## config.mk

```make
export PLATFORM = sky130hd
export DESIGN_NAME = mem_align_unit
export DESIGN_NICKNAME = d
export VERILOG_FILES = /design/src/rtl/mips_mem_pkg.sv /design/src/rtl/load_extend.sv /design/src/rtl/mem_align_unit.sv
export SDC_FILE = /design/constraint.sdc
export NUM_CORES = 1
export LEC_CHECK = 0
export BUFFER_PORTS_ARGS = -buffer_cell sky130_fd_sc_hd__buf_2
export CORE_ASPECT_RATIO = 2
export CORE_MARGIN = 10
export CORE_UTILIZATION = 26
export CTS_CLUSTER_SIZE = 20
export DETAILED_ROUTE_END_ITERATION = 16
export HOLD_SLACK_MARGIN = 0.08
export SYNTH_ARGS = -nofsm -noshare
export SYNTH_HDL_FRONTEND = slang
export SYNTH_SLANG_ARGS = --single-unit
export TNS_END_PERCENT = 100
```

## constraint.sdc

```tcl
create_clock -name i_clk -period 2.04 [get_ports i_clk]
set_input_delay 0.408 -clock i_clk [delete_from_list [all_inputs] [get_ports i_clk]]
set_output_delay 0.408 -clock i_clk [all_outputs]
set_load 0.005 [all_outputs]
```

## src/rtl/mips_mem_pkg.sv

```systemverilog
// Shared encodings for the memory alignment unit: access sizes and FSM states.
package mips_mem_pkg;

   // Access size encoding carried on i_size
   localparam logic [1:0] SZ_BYTE = 2'b00;
   localparam logic [1:0] SZ_HALF = 2'b01;
   localparam logic [1:0] SZ_WORD = 2'b10;
   localparam logic [1:0] SZ_ILL  = 2'b11;

   // Request sequencing: IDLE accepts, ISSUE drives memory, WAIT covers read latency,
   // DONE presents the one-cycle result.
   typedef enum logic [1:0] {
      IDLE  = 2'b00,
      ISSUE = 2'b01,
      WAIT  = 2'b10,
      DONE  = 2'b11
   } state_t;

endpackage

```

## src/rtl/load_extend.sv

```systemverilog
// Picks the addressed byte/half/word out of a memory word and extends it to full width.
module load_extend
   import mips_mem_pkg::*;
#(
   parameter int NB_DATA = 32
) (
   input  logic [NB_DATA-1:0] i_rdata,
   input  logic [1:0]         i_addr_lo,
   input  logic [1:0]         i_size,
   input  logic               i_unsigned,
   output logic [NB_DATA-1:0] o_data
);

   logic [7:0]  byte_sel;
   logic [15:0] half_sel;

   // Little-endian lane select followed by sign or zero extension
   // NOTE: every output of a combinational block gets a default first, so no path can infer a latch.
   always_comb begin
      byte_sel = i_rdata[{i_addr_lo, 3'b000} +: 8];
      half_sel = i_rdata[{i_addr_lo[1], 4'b0000} +: 16];
      o_data   = '0;
      case (i_size)
         SZ_BYTE: o_data = i_unsigned ? {{(NB_DATA-8){1'b0}}, byte_sel}
                                      : {{(NB_DATA-8){byte_sel[7]}}, byte_sel};
         SZ_HALF: o_data = i_unsigned ? {{(NB_DATA-16){1'b0}}, half_sel}
                                      : {{(NB_DATA-16){half_sel[15]}}, half_sel};
         SZ_WORD: o_data = i_rdata;
         default: o_data = '0;
      endcase
   end

endmodule

```

## src/rtl/mem_align_unit.sv

```systemverilog
// Load/store alignment unit: checks alignment, places store bytes on lanes,
// issues one memory access and returns the extended load result.
module mem_align_unit
   import mips_mem_pkg::*;
#(
   parameter int NB_DATA  = 32,
   parameter int NB_LANES = 4
) (
   input  logic                i_clk,
   input  logic                i_reset,
   input  logic                i_valid,
   output logic                o_ready,
   input  logic                i_mem_read,
   input  logic                i_mem_write,
   input  logic [1:0]          i_size,
   input  logic                i_unsigned,
   input  logic [NB_DATA-1:0]  i_addr,
   input  logic [NB_DATA-1:0]  i_wdata,
   output logic                o_mem_en,
   output logic [NB_LANES-1:0] o_mem_we,
   output logic [NB_DATA-1:0]  o_mem_addr,
   output logic [NB_DATA-1:0]  o_mem_wdata,
   input  logic [NB_DATA-1:0]  i_mem_rdata,
   output logic                o_valid,
   output logic [NB_DATA-1:0]  o_rdata,
   output logic                o_misaligned
);

   state_t               state_q, state_d;
   logic                 mem_en_q, mem_en_d;
   logic [NB_LANES-1:0]  mem_we_q, mem_we_d;
   logic [NB_DATA-1:0]   mem_addr_q, mem_addr_d;
   logic [NB_DATA-1:0]   mem_wdata_q, mem_wdata_d;
   logic                 valid_q, valid_d;
   logic [NB_DATA-1:0]   rdata_q, rdata_d;
   logic                 misaligned_q, misaligned_d;

   // Request fields held from acceptance until the result is produced
   logic                 is_load_q, is_load_d;
   logic [1:0]           size_q, size_d;
   logic                 unsigned_q, unsigned_d;
   logic [1:0]           addr_lo_q, addr_lo_d;

   logic                 req_take;
   logic                 req_err;
   logic [NB_LANES-1:0]  lane_we;
   logic [NB_DATA-1:0]   lane_wdata;
   logic [NB_DATA-1:0]   ext_data;

   // Decode the incoming request: error check and store lane placement
   always_comb begin
      req_take   = i_valid && (i_mem_read || i_mem_write);
      req_err    = 1'b0;
      lane_we    = '0;
      lane_wdata = '0;
      case (i_size)
         SZ_BYTE: begin
            lane_we    = NB_LANES'(1) << i_addr[1:0];
            lane_wdata = {NB_LANES{i_wdata[7:0]}};
         end
         SZ_HALF: begin
            req_err    = i_addr[0];
            lane_we    = NB_LANES'(3) << {i_addr[1], 1'b0};
            lane_wdata = {(NB_LANES/2){i_wdata[15:0]}};
         end
         SZ_WORD: begin
            req_err    = |i_addr[1:0];
            lane_we    = '1;
            lane_wdata = i_wdata;
         end
         default: req_err = 1'b1;
      endcase
      if (i_mem_read && i_mem_write) begin
         req_err = 1'b1;
      end
   end

   load_extend #(
      .NB_DATA (NB_DATA)
   ) u_load_extend (
      .i_rdata    (i_mem_rdata),
      .i_addr_lo  (addr_lo_q),
      .i_size     (size_q),
      .i_unsigned (unsigned_q),
      .o_data     (ext_data)
   );

   // Next-state and next-output logic; every output is registered
   always_comb begin
      state_d      = state_q;
      mem_en_d     = 1'b0;
      mem_we_d     = '0;
      mem_addr_d   = '0;
      mem_wdata_d  = '0;
      valid_d      = 1'b0;
      rdata_d      = '0;
      misaligned_d = 1'b0;
      is_load_d    = is_load_q;
      size_d       = size_q;
      unsigned_d   = unsigned_q;
      addr_lo_d    = addr_lo_q;
      case (state_q)
         IDLE: begin
            if (req_take) begin
               is_load_d  = i_mem_read;
               size_d     = i_size;
               unsigned_d = i_unsigned;
               addr_lo_d  = i_addr[1:0];
               if (req_err) begin
                  state_d      = DONE;
                  valid_d      = 1'b1;
                  misaligned_d = 1'b1;
               end else begin
                  state_d     = ISSUE;
                  mem_en_d    = 1'b1;
                  mem_addr_d  = {i_addr[NB_DATA-1:2], 2'b00};
                  mem_we_d    = i_mem_write ? lane_we : '0;
                  mem_wdata_d = i_mem_write ? lane_wdata : '0;
               end
            end
         end
         ISSUE: begin
            if (is_load_q) begin
               state_d = WAIT;
            end else begin
               state_d = DONE;
               valid_d = 1'b1;
            end
         end
         WAIT: begin
            state_d = DONE;
            valid_d = 1'b1;
            rdata_d = ext_data;
         end
         DONE: state_d = IDLE;
         default: state_d = IDLE;
      endcase
   end

   // Control state and outputs with synchronous reset
   // NOTE: sequential state uses non-blocking assignments so all flops update from the same pre-edge values.
   always_ff @(posedge i_clk) begin
      if (i_reset) begin
         state_q      <= IDLE;
         mem_en_q     <= 1'b0;
         mem_we_q     <= '0;
         mem_addr_q   <= '0;
         mem_wdata_q  <= '0;
         valid_q      <= 1'b0;
         rdata_q      <= '0;
         misaligned_q <= 1'b0;
      end else begin
         state_q      <= state_d;
         mem_en_q     <= mem_en_d;
         mem_we_q     <= mem_we_d;
         mem_addr_q   <= mem_addr_d;
         mem_wdata_q  <= mem_wdata_d;
         valid_q      <= valid_d;
         rdata_q      <= rdata_d;
         misaligned_q <= misaligned_d;
      end
   end

   // Request field capture
   // NOTE: these carry no reset; they are only read after being loaded at acceptance.
   always_ff @(posedge i_clk) begin
      is_load_q  <= is_load_d;
      size_q     <= size_d;
      unsigned_q <= unsigned_d;
      addr_lo_q  <= addr_lo_d;
   end

   assign o_ready      = (state_q == IDLE);
   assign o_mem_en     = mem_en_q;
   assign o_mem_we     = mem_we_q;
   assign o_mem_addr   = mem_addr_q;
   assign o_mem_wdata  = mem_wdata_q;
   assign o_valid      = valid_q;
   assign o_rdata      = rdata_q;
   assign o_misaligned = misaligned_q;

endmodule

```

==> summary.txt, run 1 <==
setup violators final -> 0
drt total wl -> 13.5 mm
Clock Tree Buf Depth -> 2
top post-synthesis cells by area -> dfxtp_1 52%, a21oi_1 7.1%, and2_1 4.9%, edfxtp_1 4.6%, mux2_2 4.6%
Cell variety after synth -> 39
Gate Count Post-Synth -> 399
I/O pin cnt -> 208
clk root buf -> clkbuf_16
Power Total -> 0.00516 W
crit share post-route -> 0.923
FF+latch area -> 0.00224 mm^2
fin util -> 0.374
Fin. Hold Viols -> 0
Pleak -> 2.73 nW
crit path launch type -> flip-flop
Residual DRC -> 0
Pwr Density -> 926 mW/mm^2
Worst-Margin Slew -> 0.541 ns
post-synthesis area per instance -> 9.90 um^2
Final ANT Viol Nets -> 0
post-synthesis sequential area ratio -> 0.568
worst setup margin -> 0.157 ns
total negative slack -> 0 ns
vias -> 3551
total track usage -> 0.129
status -> finished clean
peak supply drop -> 0.416 mV
number of max-cap violations -> 0
pin count of the biggest net entering global routing -> 33
RSZ-0062 raised after global routing -> no
Die H -> 194 um
total setup buffers inserted after CTS -> 0
Worst Setup End Kind -> flip-flop
core area -> 0.0149 mm^2
TritonRoute pass-1 iters -> 4
Ys Warns -> 0
share of Yosys cell area claimed by the top area cell type -> 0.522
area of the multi-input gates -> 0.00151 mm^2
Pins Over Slew Limit -> 0
via density per instance -> 4.41
fillers -> 1543
kind of critical path -> reg -> reg
NumNets Final -> 712
Final Skew -> 0.0165 ns
CTS buffer count -> 9
first-pass GRT wire length -> 21.0 mm
RePlAce Congestion -> 0.867
Clock Sinks -> 109
share of cells above drive strength 1 -> 0.424
TritonCTS clock tree -> yes
area leader, netlist -> dfxtp_1
Routed WL per cell -> 16.7 um
Die Wd -> 107 um
Port Buffers -> 205
Rel. slew slack -> 0.638
Starting Density -> 0.265
crit-path max FO -> 28
1st-iter DRT viols -> 80
latest clock arrival within the worst-skew pair -> 0.35 ns
min cycle time layout -> 1.88 ns
pre-CTS setup slack -> 0.0394 ns
type of the most critical hold path -> in -> reg
# H-tree levels -> 3
initial antenna violation count -> 2
gr ovfl total -> 0
final hold slack -> 0.246 ns
fmax -> 0.531 GHz
synthesized cell area -> 0.00395 mm^2
vias in the first global route -> 3840
DIE AREA -> 0.0208 mm^2
Critical Path RT -> 2.32 ns
area delta synth->final -> 41.2%
flops & latches, synth -> 109
hold buffers post-CTS -> 0
CP arrival -> 2.17 ns
Clock transition at path regs -> 0.08 ns
DP HPWL -> 11.1 mm
row count -> 63
Post-CTS Resized -> 0
-- power by group --
part,internal (W),switching (W),total (W)
logic,0.000425,0.000511,0.000936
registers,0.00228,0.0000635,0.00234
clock network,0.00105,0.000835,0.00188
total,0.00375,0.00141,0.00516
-- per-layer routing --
| metal | up-vias | wire [um] | track usage |
|---|---|---|---|
| li1 | 1756 | - | - |
| met1 | 1649 | 4410 | 0.114 |
| met2 | 132 | 7550 | 0.239 |
| met3 | 14 | 1200 | 0.0543 |
| met4 | 0 | 321 | 0.0588 |
| met5 | - | 0 | 0 |
-- state kept, by name, summed over array words and instances, names as in the netlist --
register / flops
size_q: 2
o_mem_addr: 30
o_mem_we: 4
o_misaligned: 1
o_rdata: 32
state_q: 2
o_mem_wdata: 32
unsigned_q: 1
is_load_q: 1
addr_lo_q: 2
o_valid: 1
o_mem_en: 1
-- per-stage QoR --
stage,cell area (um^2),std cells
after floorplan,3950,400
after CTS,5570,804
after global placement,5250,788
after detailed placement,5250,788
after global routing,5580,806
final,5580,806
-- cell families after synthesis --
kind of cell / synth area share
flip-flops: 0.568
multiplexers: 0.0615
AO/OA/AOI/OAI: 0.153
XOR/XNOR: 0.00222
AND/OR/NAND/NOR: 0.151
other: 0.000949
buffers and inverters: 0.0507
adder cells (fa/ha/maj): 0.0127
-- placed cells by master, fill, tap and decap left out, types with 5 or more instances in the layout --
cell type	instances
buf_2	205
dfxtp_1	103
a21oi_1	56
nand2_1	47
and2_1	31
nor2_1	18
inv_1	16
a22oi_1	16
mux2_2	16
buf_4	14
clkbuf_16	10
and3_1	8
o21ai_0	6
edfxtp_1	6
nor3_1	5
o221ai_1	5
-- synthesized netlist by cell type --
master       n
inv_1       16
clkbuf_1    17
a21oi_1     56
buf_6        2
o221ai_1     5
and2_1      31
buf_1        3
buf_4        3
clkbuf_2     1
o21a_1       1
a2bb2oi_1    1
a22oi_1     16
dfxtp_1    103
conb_1       1
nor2_1      18
xnor2_1      1
buf_2        3
nand3b_1     1
nand2_1     47
mux2_2      16
nand2_2      1
a21o_1       3
o21bai_1     1
nand2b_1     4
a221oi_1     3
a211oi_1     1
nor3b_1      2
edfxtp_1     6
mux4_2       1
o211ai_1     2
o21ai_0      6
mux2i_1      4
nor3_1       5
or3_4        1
nor2b_1      3
and3_1       8
ha_1         4
a211o_1      1
a2111oi_4    1
-- worst paths after layout --
path / slack, ns / start / endpoint / cells past startpoint
setup / recovery: 0.16 / state_q[1]$_SDFFE_PP0P_ / o_mem_wdata[10]$_SDFF_PP0_ / 7
hold / removal: 0.25 / i_addr[28] / o_mem_addr[28]$_SDFF_PP0_ / 2
setup reg to reg: 0.16 / state_q[1]$_SDFFE_PP0P_ / o_mem_wdata[10]$_SDFF_PP0_ / 7
hold reg to reg: 0.57 / state_q[0]$_SDFFE_PP0P_ / state_q[0]$_SDFFE_PP0P_ / 2
-- cell type report --
class                      count  area share
sequential                   109       0.402
multi-input combinational    246       0.271
timing repair buffer         222       0.214
clock buffer                  10      0.0449
tap                          195      0.0438
clock inverter                 6      0.0130
inverter                      16      0.0108
antenna                        2    0.000897
-- worst max-delay path, cell delays in order, from the launching register on --
cell and delay (ns):
dfxtp_1 0.34, inv_1 0.10, ha_1 0.26, o211ai_1 0.21, a2111oi_4 0.46, nand2_2 0.12, buf_12 0.18, a21oi_1 0.14
(Power assumes the default switching activity.)
==> inputs of run 2 (changes only) <==
CORE_ASPECT_RATIO = default   (was 2)
==> summary.txt, run 2 (synthesis gave the netlist of run 1 again) <==
status -> finished clean
Worst Setup End Kind -> flip-flop
total track usage -> 0.125
area delta synth->final -> 38.8%
first-pass GRT wire length -> 20.1 mm
slowest CP cell -> a2111oi_4
1st-iter DRT viols -> 119
Gate power share -> 0.181
Final Skew -> 0.00847 ns
final hold slack -> 0.240 ns
most frequent cells in the layout -> 205 x buf_2, 103 x dfxtp_1, 56 x a21oi_1, 47 x nand2_1, 31 x and2_1
share of cells above drive strength 1 -> 0.421
worst setup margin -> 0.233 ns
slowest stage delay, CP -> 0.37 ns
latest clock arrival within the worst-skew pair -> 0.35 ns
total negative slack -> 0 ns
Routed WL per cell -> 16.5 um
Die H -> 143 um
Clock transition at path regs -> 0.08 ns
I/O pin cnt -> 208
Internal Power -> 0.00355 W
RePlAce Congestion -> 0.806
Clock Tree Buf Depth -> 2
row count -> 44
fin util -> 0.373
Starting Density -> 0.269
Residual DRC -> 0
total setup buffers inserted after CTS -> 0
Critical Path RT -> 2.34 ns
Clock Sinks -> 109
Critical Path, Cell by Cell -> inv_1 -> ha_1 -> o211ai_1 -> a2111oi_4 -> buf_6 -> and3_1
initial antenna violation count -> 1
fillers -> 1486
Clk pwr share -> 0.344
pre-CTS setup slack -> 0.0384 ns
fmax -> 0.553 GHz
type of the most critical hold path -> in -> reg
Power Total -> 0.00497 W
core area -> 0.0147 mm^2
number of max-cap violations -> 0
kind of critical path -> reg -> reg
leading cell type in the layout, fill and taps excluded -> buf_2
Post-CTS Resized -> 0
crit path launch type -> flip-flop
TritonCTS clock tree -> yes
R2R setup slack -> 0.23 ns
Pins Over Slew Limit -> 0
switch share -> 0.286
CTS buffer count -> 9
crit-path max FO -> 39
crit share post-route -> 0.886
# H-tree levels -> 3
setup violators final -> 0
vias -> 3579
via density per instance -> 4.52
hold buffers post-CTS -> 0
DIE AREA -> 0.0205 mm^2
Port Buffers -> 205
Pwr Density -> 906 mW/mm^2
Worst-Margin Slew -> 0.619 ns
vias in the first global route -> 3764
Pleak -> 2.70 nW
DP HPWL -> 10.3 mm
Die Wd -> 143 um
drt total wl -> 13.1 mm
Rel. slew slack -> 0.587
Final ANT Viol Nets -> 0
Fin. Hold Viols -> 0
peak supply drop -> 0.380 mV
RSZ-0062 raised after global routing -> no
gr ovfl total -> 0
share of power burned in registers -> 0.476
clk root buf -> clkbuf_16
CP arrival -> 2.10 ns
NumNets Final -> 709
min cycle time layout -> 1.81 ns
pin count of the biggest net entering global routing -> 40
Net Switching -> 0.00142 W
TritonRoute pass-1 iters -> 6
==> run 2: changes by cell type in the layout (fill, tap and decap cells not counted), sizes merged <==
cell	delta
buf	-3
bufinv	-1
clkbuf	-1
clkinv	+1
diode	-1
inv	+1
==> run 2: metrics by stage <==
step / instance area, um^2 / cells
after global placement: 5190 / 774
after floorplan: 3950 / 400
final: 5480 / 791
after detailed placement: 5190 / 774
after CTS: 5480 / 790
after global routing: 5480 / 790
==> run 2: power by group through the flow <==
| stage | Combinational [W] | Sequential, W | Clock (W) |
|---|---|---|---|
| after global placement | 0.000892 | 0.00241 | 0 |
| after detailed placement | 0.000908 | 0.00242 | 0 |
| final | 0.000898 | 0.00236 | 0.00171 |
| after CTS | 0.000912 | 0.00237 | 0.00179 |
| after floorplan | 0.000541 | 0.00239 | 0 |
| after global routing | 0.00101 | 0.00239 | 0.00188 |
==> run 2: layout make-up <==
class | count | area [um^2] | share of cell area
clock inverter | 7 | 65.1 | 0.0119
tap | 184 | 230 | 0.0420
inverter | 16 | 60.1 | 0.0110
antenna | 1 | 2.50 | 0.000456
clock buffer | 9 | 225 | 0.0411
timing repair buffer | 219 | 1150 | 0.209
multi-input combinational | 246 | 1510 | 0.276
sequential | 109 | 2240 | 0.409
==> run 2: path summary, 6_finish.rpt <==
kind,to,start,depth (start not counted)
setup reg to reg,o_mem_wdata[3]$_SDFF_PP0_,state_q[0]$_SDFFE_PP0P_,6
hold reg to reg,state_q[0]$_SDFFE_PP0P_,state_q[0]$_SDFFE_PP0P_,2
hold / removal,unsigned_q$_DFFE_PP_,i_unsigned,1
setup / recovery,o_mem_wdata[3]$_SDFF_PP0_,state_q[0]$_SDFFE_PP0P_,6
==> run 2: per-layer routing <==
| metal | vias up | share of wire | track usage |
|---|---|---|---|
| met2 | 194 | 0.44 | 0.192 |
| met4 | 0 | 0.018 | 0.0462 |
| met3 | 18 | 0.16 | 0.0902 |
| met1 | 1612 | 0.38 | 0.131 |
| met5 | - | 0 | 0 |
| li1 | 1755 | - | - |
==> run 2: worst max-delay path: cells and delay by family, from the launching register on <==
family / cells / cell delay [ns]
and+or+nand+nor: 1 / 0.19
DFF: 1 / 0.35
adders and majority gates: 1 / 0.26
AOI/OAI and AO/OA: 2 / 0.58
buffers and inverters: 2 / 0.38
